**src/rtl/seg_scan_if.sv**
```systemverilog
// Bundle of display data inputs and scanned LED outputs for seg_scan_ctrl.
// master drives the data side; slave is the scan controller.
interface seg_scan_if #(
  parameter int unsigned NUM_DIGITS = 4
) ();
  logic [4*NUM_DIGITS-1:0] disp_data;
  logic [NUM_DIGITS-1:0]   dp_mask;
  logic [NUM_DIGITS-1:0]   digit_en;
  logic                    lz_blank;
  logic [3:0]              brightness;
  logic                    load;
  logic [NUM_DIGITS-1:0]   seg_an;
  logic [7:0]              seg_seg;
  logic                    frame_done;

  modport master (
    output disp_data, dp_mask, digit_en, lz_blank, brightness, load,
    input  seg_an, seg_seg, frame_done
  );

  modport slave (
    input  disp_data, dp_mask, digit_en, lz_blank, brightness, load,
    output seg_an, seg_seg, frame_done
  );
endinterface

```
**src/rtl/seg_scan_ctrl.sv**
```systemverilog
// Multiplexed common-anode 7-segment scanner with PWM brightness, guard phase,
// leading-zero blanking and frame-synchronised data loading.
module seg_scan_ctrl #(
  parameter int unsigned NUM_DIGITS = 4,
  parameter int unsigned CLK_HZ     = 100_000_000,
  parameter int unsigned SCAN_HZ    = 4_000,
  parameter int unsigned HEX_EN     = 1
) (
  input logic       clk,
  input logic       rst_n,
  seg_scan_if.slave bus
);

  localparam int unsigned Div    = CLK_HZ / SCAN_HZ;
  localparam int unsigned SubDiv = Div / 16;
  localparam int unsigned PreW   = (SubDiv > 1) ? $clog2(SubDiv) : 1;
  localparam int unsigned IdxW   = $clog2(NUM_DIGITS);
  localparam int unsigned DataW  = 4 * NUM_DIGITS;

  // Slot counter split into prescaler and 16-phase sub counter: cnt = sub*SubDiv + pre.
  logic [PreW-1:0]       pre_q, pre_d;
  logic [3:0]            sub_q, sub_d;
  logic [IdxW-1:0]       idx_q, idx_d;
  logic [DataW-1:0]      act_data_q, act_data_d, pnd_data_q, pnd_data_d;
  logic [NUM_DIGITS-1:0] act_dp_q, act_dp_d, pnd_dp_q, pnd_dp_d;
  logic [NUM_DIGITS-1:0] act_en_q, act_en_d, pnd_en_q, pnd_en_d;
  logic                  pend_q, pend_d;
  logic [NUM_DIGITS-1:0] an_q, an_d;
  logic [7:0]            seg_q, seg_d;
  logic                  frame_done_q;

  logic                  pre_end, slot_end, wrap;
  logic [NUM_DIGITS-1:0] blank;
  logic                  higher_zero;
  logic [3:0]            nib;

  function automatic logic [7:0] glyph(input logic [3:0] v);
    logic [7:0] g;
    unique case (v)
      4'h0: g = 8'hC0;
      4'h1: g = 8'hF9;
      4'h2: g = 8'hA4;
      4'h3: g = 8'hB0;
      4'h4: g = 8'h99;
      4'h5: g = 8'h92;
      4'h6: g = 8'h82;
      4'h7: g = 8'hF8;
      4'h8: g = 8'h80;
      4'h9: g = 8'h90;
      4'hA: g = 8'h88;
      4'hB: g = 8'h83;
      4'hC: g = 8'hC6;
      4'hD: g = 8'hA1;
      4'hE: g = 8'h86;
      4'hF: g = 8'h8E;
      default: g = 8'hFF;
    endcase
    if (HEX_EN == 0 && v > 4'd9) g = 8'hFF;
    return g;
  endfunction

  always_ff @(posedge clk or negedge rst_n) begin
    if (!rst_n) begin
      pre_q        <= '0;
      sub_q        <= '0;
      idx_q        <= '0;
      act_data_q   <= '0;
      act_dp_q     <= '0;
      act_en_q     <= '1;
      pnd_data_q   <= '0;
      pnd_dp_q     <= '0;
      pnd_en_q     <= '1;
      pend_q       <= 1'b0;
      an_q         <= '1;
      seg_q        <= 8'hFF;
      frame_done_q <= 1'b0;
    end else begin
      pre_q        <= pre_d;
      sub_q        <= sub_d;
      idx_q        <= idx_d;
      act_data_q   <= act_data_d;
      act_dp_q     <= act_dp_d;
      act_en_q     <= act_en_d;
      pnd_data_q   <= pnd_data_d;
      pnd_dp_q     <= pnd_dp_d;
      pnd_en_q     <= pnd_en_d;
      pend_q       <= pend_d;
      an_q         <= an_d;
      seg_q        <= seg_d;
      frame_done_q <= wrap;
    end
  end

  // Next-state: counters and shadow data.
  always_comb begin
    pre_end  = (pre_q == PreW'(SubDiv - 1));
    slot_end = pre_end && (sub_q == 4'hF);
    wrap     = slot_end && (idx_q == IdxW'(NUM_DIGITS - 1));

    pre_d = pre_end ? '0 : pre_q + 1'b1;
    sub_d = pre_end ? sub_q + 4'd1 : sub_q;
    idx_d = idx_q;
    if (slot_end) idx_d = wrap ? '0 : idx_q + 1'b1;

    act_data_d = act_data_q;
    act_dp_d   = act_dp_q;
    act_en_d   = act_en_q;
    pnd_data_d = pnd_data_q;
    pnd_dp_d   = pnd_dp_q;
    pnd_en_d   = pnd_en_q;
    pend_d     = pend_q;

    if (bus.load) begin
      pnd_data_d = bus.disp_data;
      pnd_dp_d   = bus.dp_mask;
      pnd_en_d   = bus.digit_en;
      pend_d     = 1'b1;
    end
    // A load landing on the wrap itself bypasses the pending stage.
    if (wrap) begin
      if (bus.load) begin
        act_data_d = bus.disp_data;
        act_dp_d   = bus.dp_mask;
        act_en_d   = bus.digit_en;
        pend_d     = 1'b0;
      end else if (pend_q) begin
        act_data_d = pnd_data_q;
        act_dp_d   = pnd_dp_q;
        act_en_d   = pnd_en_q;
        pend_d     = 1'b0;
      end
    end
  end

  // Blanking scans from the most significant digit down, tracking "all higher are zero".
  always_comb begin
    blank       = '0;
    higher_zero = 1'b1;
    for (int k = NUM_DIGITS - 1; k >= 0; k--) begin
      higher_zero = higher_zero & (act_data_q[4*k +: 4] == 4'h0);
      blank[k]    = !act_en_q[k] | (bus.lz_blank & higher_zero & (k != 0));
    end
  end

  // Output decode; registered so seg_an/seg_seg trail the counters by one clock.
  always_comb begin
    an_d  = '1;
    seg_d = 8'hFF;
    nib   = act_data_q[4*int'(idx_q) +: 4];
    if (sub_q != 4'h0 && sub_q <= bus.brightness && !blank[idx_q]) begin
      an_d[idx_q] = 1'b0;
      seg_d       = glyph(nib);
      if (act_dp_q[idx_q]) seg_d[7] = 1'b0;
    end
  end

  assign bus.seg_an     = an_q;
  assign bus.seg_seg    = seg_q;
  assign bus.frame_done = frame_done_q;

endmodule

```
**src/flat_wrapper.sv**
```systemverilog
// flat-port wrapper written by rule: the top's interface ports become plain ports
module seg_scan_ctrl_flat 
#(
  parameter int unsigned NUM_DIGITS = 4,
  parameter int unsigned CLK_HZ     = 100_000_000,
  parameter int unsigned SCAN_HZ    = 4_000,
  parameter int unsigned HEX_EN     = 1
)
  (clk, rst_n, bus_disp_data, bus_dp_mask, bus_digit_en, bus_lz_blank, bus_brightness, bus_load, bus_seg_an, bus_seg_seg, bus_frame_done);
  seg_scan_if #(.NUM_DIGITS(NUM_DIGITS)) bus_i ();
  input logic clk;
  input logic rst_n;
  input wire logic [$bits(bus_i.disp_data)-1:0] bus_disp_data;
  input wire logic [$bits(bus_i.dp_mask)-1:0] bus_dp_mask;
  input wire logic [$bits(bus_i.digit_en)-1:0] bus_digit_en;
  input wire logic [$bits(bus_i.lz_blank)-1:0] bus_lz_blank;
  input wire logic [$bits(bus_i.brightness)-1:0] bus_brightness;
  input wire logic [$bits(bus_i.load)-1:0] bus_load;
  output wire logic [$bits(bus_i.seg_an)-1:0] bus_seg_an;
  output wire logic [$bits(bus_i.seg_seg)-1:0] bus_seg_seg;
  output wire logic [$bits(bus_i.frame_done)-1:0] bus_frame_done;
  assign bus_i.disp_data = bus_disp_data;
  assign bus_i.dp_mask = bus_dp_mask;
  assign bus_i.digit_en = bus_digit_en;
  assign bus_i.lz_blank = bus_lz_blank;
  assign bus_i.brightness = bus_brightness;
  assign bus_i.load = bus_load;
  assign bus_seg_an = bus_i.seg_an;
  assign bus_seg_seg = bus_i.seg_seg;
  assign bus_frame_done = bus_i.frame_done;
  seg_scan_ctrl #(.NUM_DIGITS(NUM_DIGITS), .CLK_HZ(CLK_HZ), .SCAN_HZ(SCAN_HZ), .HEX_EN(HEX_EN)) u_core (.clk(clk), .rst_n(rst_n), .bus(bus_i));
endmodule
```
**config.mk**
```make
export PLATFORM = sky130hd
export DESIGN_NAME = seg_scan_ctrl_flat
export DESIGN_NICKNAME = d
export VERILOG_FILES = /design/src/rtl/seg_scan_if.sv /design/src/rtl/seg_scan_ctrl.sv /design/src/flat_wrapper.sv
export SDC_FILE = /design/constraint.sdc
export NUM_CORES = 1
export LEC_CHECK = 0
export CAP_MARGIN = 20
export CORE_UTILIZATION = 25
export DETAILED_ROUTE_END_ITERATION = 8
export PLACE_DENSITY = 0.5
export SLEW_MARGIN = 20
export SYNTH_ARGS = -nofsm -noshare
export SYNTH_HDL_FRONTEND = slang
export SYNTH_SLANG_ARGS = --single-unit
export TNS_END_PERCENT = 10
```
**constraint.sdc**
```tcl
create_clock -name clk -period 2.6 [get_ports clk]
set_input_delay 0.52 -clock clk [delete_from_list [all_inputs] [get_ports clk]]
set_output_delay 0.52 -clock clk [all_outputs]
set_load 0.02 [all_outputs]
```
==> metrics.csv <==
metric;value;unit
arrival;2490;ps
min_path_type;in -> async;
fin_crit;2277;ps
synth_area_leader_cell;dfrtp_1;
path_max_fanout;24;
h-tree-depth;3;
die_area;0.01529;mm²
yosysSeqAreaShare;54.11;%
cap_violations;0;
synth.most_common_cell;dfrtp_1;
cts_buffer_depth;2;
synth_nets;317;
yosys_warnings;0;
synth_top_area_share;39.91;%
numCtsBuffers;9;
ios;45;
hold_viol_final;0;
place_hpwl;4.943;mm
relSlewSlack;59.28;%
drtIter0Drc;98;
grt_pass1_wl;12.03;mm
routabilityCongestion;0.6864;
fmax;0.4392;GHz
synth_edf_count;0;
setup_viol_count_final;0;
place.port_buffers;44;
peakVddDrop;0.2847;mV
rows;44;
grt_max_degree;45;
synth.distinct_cells;39;
syn_avg_cell_area;13.86;µm²
start_util;25.55;%
drt_first_pass_iters;4;
die_h;123.7;µm
period_share;87.57;%
area_growth;26.18;%
synthArstFlopShare;100.0;%
nets;368;
worstSkewPairLatency;340;ps
critPathSlowestCell;nand4b_4;
slew_violations;0;
drc;0;
power;2.758;mW
tritoncts;yes;
path_cells;inv_1, ha_1, nand2_1, nor4_1, and4b_1, nand4b_4, mux2_4;
cts_root_buffer;clkbuf_16;
status;finished clean;
ys_seq_elements;79;
cp-end-kind;register;
layout_setup_ws;323.3;ps
fin_setup_tns;0;ps
netlist_top_cells_area;dfrtp_1 40%, dfstp_2 14%, mux2_2 9.7%;
fp.dieW;123.7;µm
critical-path-top-delay-family;simple AND/OR/NAND/NOR gates;
start_kind;register;
drive_gt1_share;32.20;%
powerDensity;590.8;mW/mm²
dp_cells;491;
cpPeakStageDelay;510;ps
path_buf_inv;1;
crit_required;2820;ps
grt_pass1_vias;2276;
worst_slew_pin_slew;609.9;ps
final_cells;507;
cts_hold_buf;0;
wirelength;7.067;mm
cts_setup_buffers;0;
pre_cts_slack;114.6;ps
wire_per_inst;13.94;µm
synth_common_cells;59 x dfrtp_1, 32 x mux2_2, 20 x dfstp_2, 20 x mux2_4, 19 x nand2_1;
synth_flop_cell;dfrtp_1;
grt-ovfl-total;0;
clk_pin_slew;70;ps
num_vias;2136;
coreArea;0.01448;mm²
grtUsageTotal;10.67;%
antenna_left;0;
rsz0062_at_grt;false;
grt_antenna_before_repair;0;
fin_skew;11.15;ps
via_per_inst;4.213;
n_antenna_cell;0;
power.leakage;2.069;nW
synthCells;267;
netlist_area;0.003700;mm²
hold_slack;188.6;ps
critical_path_class;reg -> reg;
postCtsResizedCells;0;
clock_sinks;79;
==> power breakdown <==
group	switching (mW)	internal [mW]	total (mW)	leakage, nW
sequential	0.00907	1.27	1.28	0.969
clock	0.504	0.824	1.33	0.159
combinational	0.0642	0.0842	0.148	0.942
total	0.578	2.18	2.76	2.07
==> stage by stage <==
step | area, µm² | util [%]
after floorplan | 3700 | -
after global placement | 4349 | 30.04
after detailed placement | 4349 | 30.04
after CTS | 4668 | 32.24
after global routing | 4668 | 32.24
final | 4668 | 32.24
==> layer usage <==
layer | vias up | wire length (µm) | GRT usage, %
li1 | 1039 | - | -
met1 | 1044 | 3694 | 15.40
met2 | 45 | 2950 | 14.62
met3 | 8 | 310 | 3.205
met4 | 0 | 112 | 4.518
met5 | - | 0 | 0
==> worst register-to-register path, delay by kind of cell (launching register included) <==
kind | cells | cell delay, ps
and+or+nand+nor | 4 | 1050
muxes | 1 | 500
DFF | 1 | 400
adders and majority gates | 1 | 130
buffers and inverters | 1 | 60
==> cell usage in the layout, fill, tap and decap left out, types with 5 or more instances in the layout <==
cell / synthesis / routed
buf_4: 2 / 7
clkbuf_16: 0 / 9
clkdlybuf4s50_1: 0 / 43
dfrtp_1: 59 / 59
dfstp_2: 20 / 20
ha_1: 18 / 18
inv_1: 11 / 11
mux2_2: 32 / 32
mux2_4: 20 / 20
nand2_1: 19 / 19
nand3_1: 6 / 6
nor2_1: 15 / 15
o211ai_1: 5 / 5
xnor2_1: 6 / 6
xor2_1: 6 / 6
==> cells by family after synthesis <==
group / after synthesis / share of synthesized area (%)
buffers and inverters: 22 / 3.382
and+or+nand+nor: 59 / 8.387
AOI/OAI and AO/OA: 18 / 3.653
DFF: 79 / 54.11
muxes: 59 / 21.54
xor gates and xnor gates: 12 / 2.841
adders and majority gates: 18 / 6.087
==> flip-flops by register name (all words and copies together) (netlist names) <==
signal / flops
u_core.bus.seg_seg: 8
u_core.pnd_dp_q: 4
u_core.bus.seg_an: 4
u_core.idx_q: 2
u_core.sub_q: 4
u_core.act_dp_q: 4
u_core.pre_q: 11
u_core.pend_q: 1
u_core.bus.frame_done: 1
u_core.pnd_en_q: 4
u_core.pnd_data_q: 16
u_core.act_data_q: 16
u_core.act_en_q: 4
==> cell type report <==
cell class | count | area (µm²)
fill | 1432 | 9811
timing repair buffer | 51 | 503.0
sequential | 79 | 2002
inverter | 11 | 41.29
multi-input combinational | 166 | 1573
clock buffer | 12 | 266.5
tap | 184 | 230.2
clock inverter | 4 | 52.55
==> final timing paths <==
path,startpoint,end,slack (ps),cells after the start
setup reg to reg,u_core.pre_q[1],u_core.act_data_q[3],320,7
hold reg to reg,u_core.pend_q,u_core.pend_q,490,2
min in group clk,u_core.pend_q,u_core.pend_q,490,2
max in group asynchronous,rst_n,u_core.bus.seg_seg[4],1760,2
setup / recovery,u_core.pre_q[1],u_core.act_data_q[3],320,7
hold / removal,rst_n,u_core.act_dp_q[2],190,1
(Power assumes the default switching activity.)
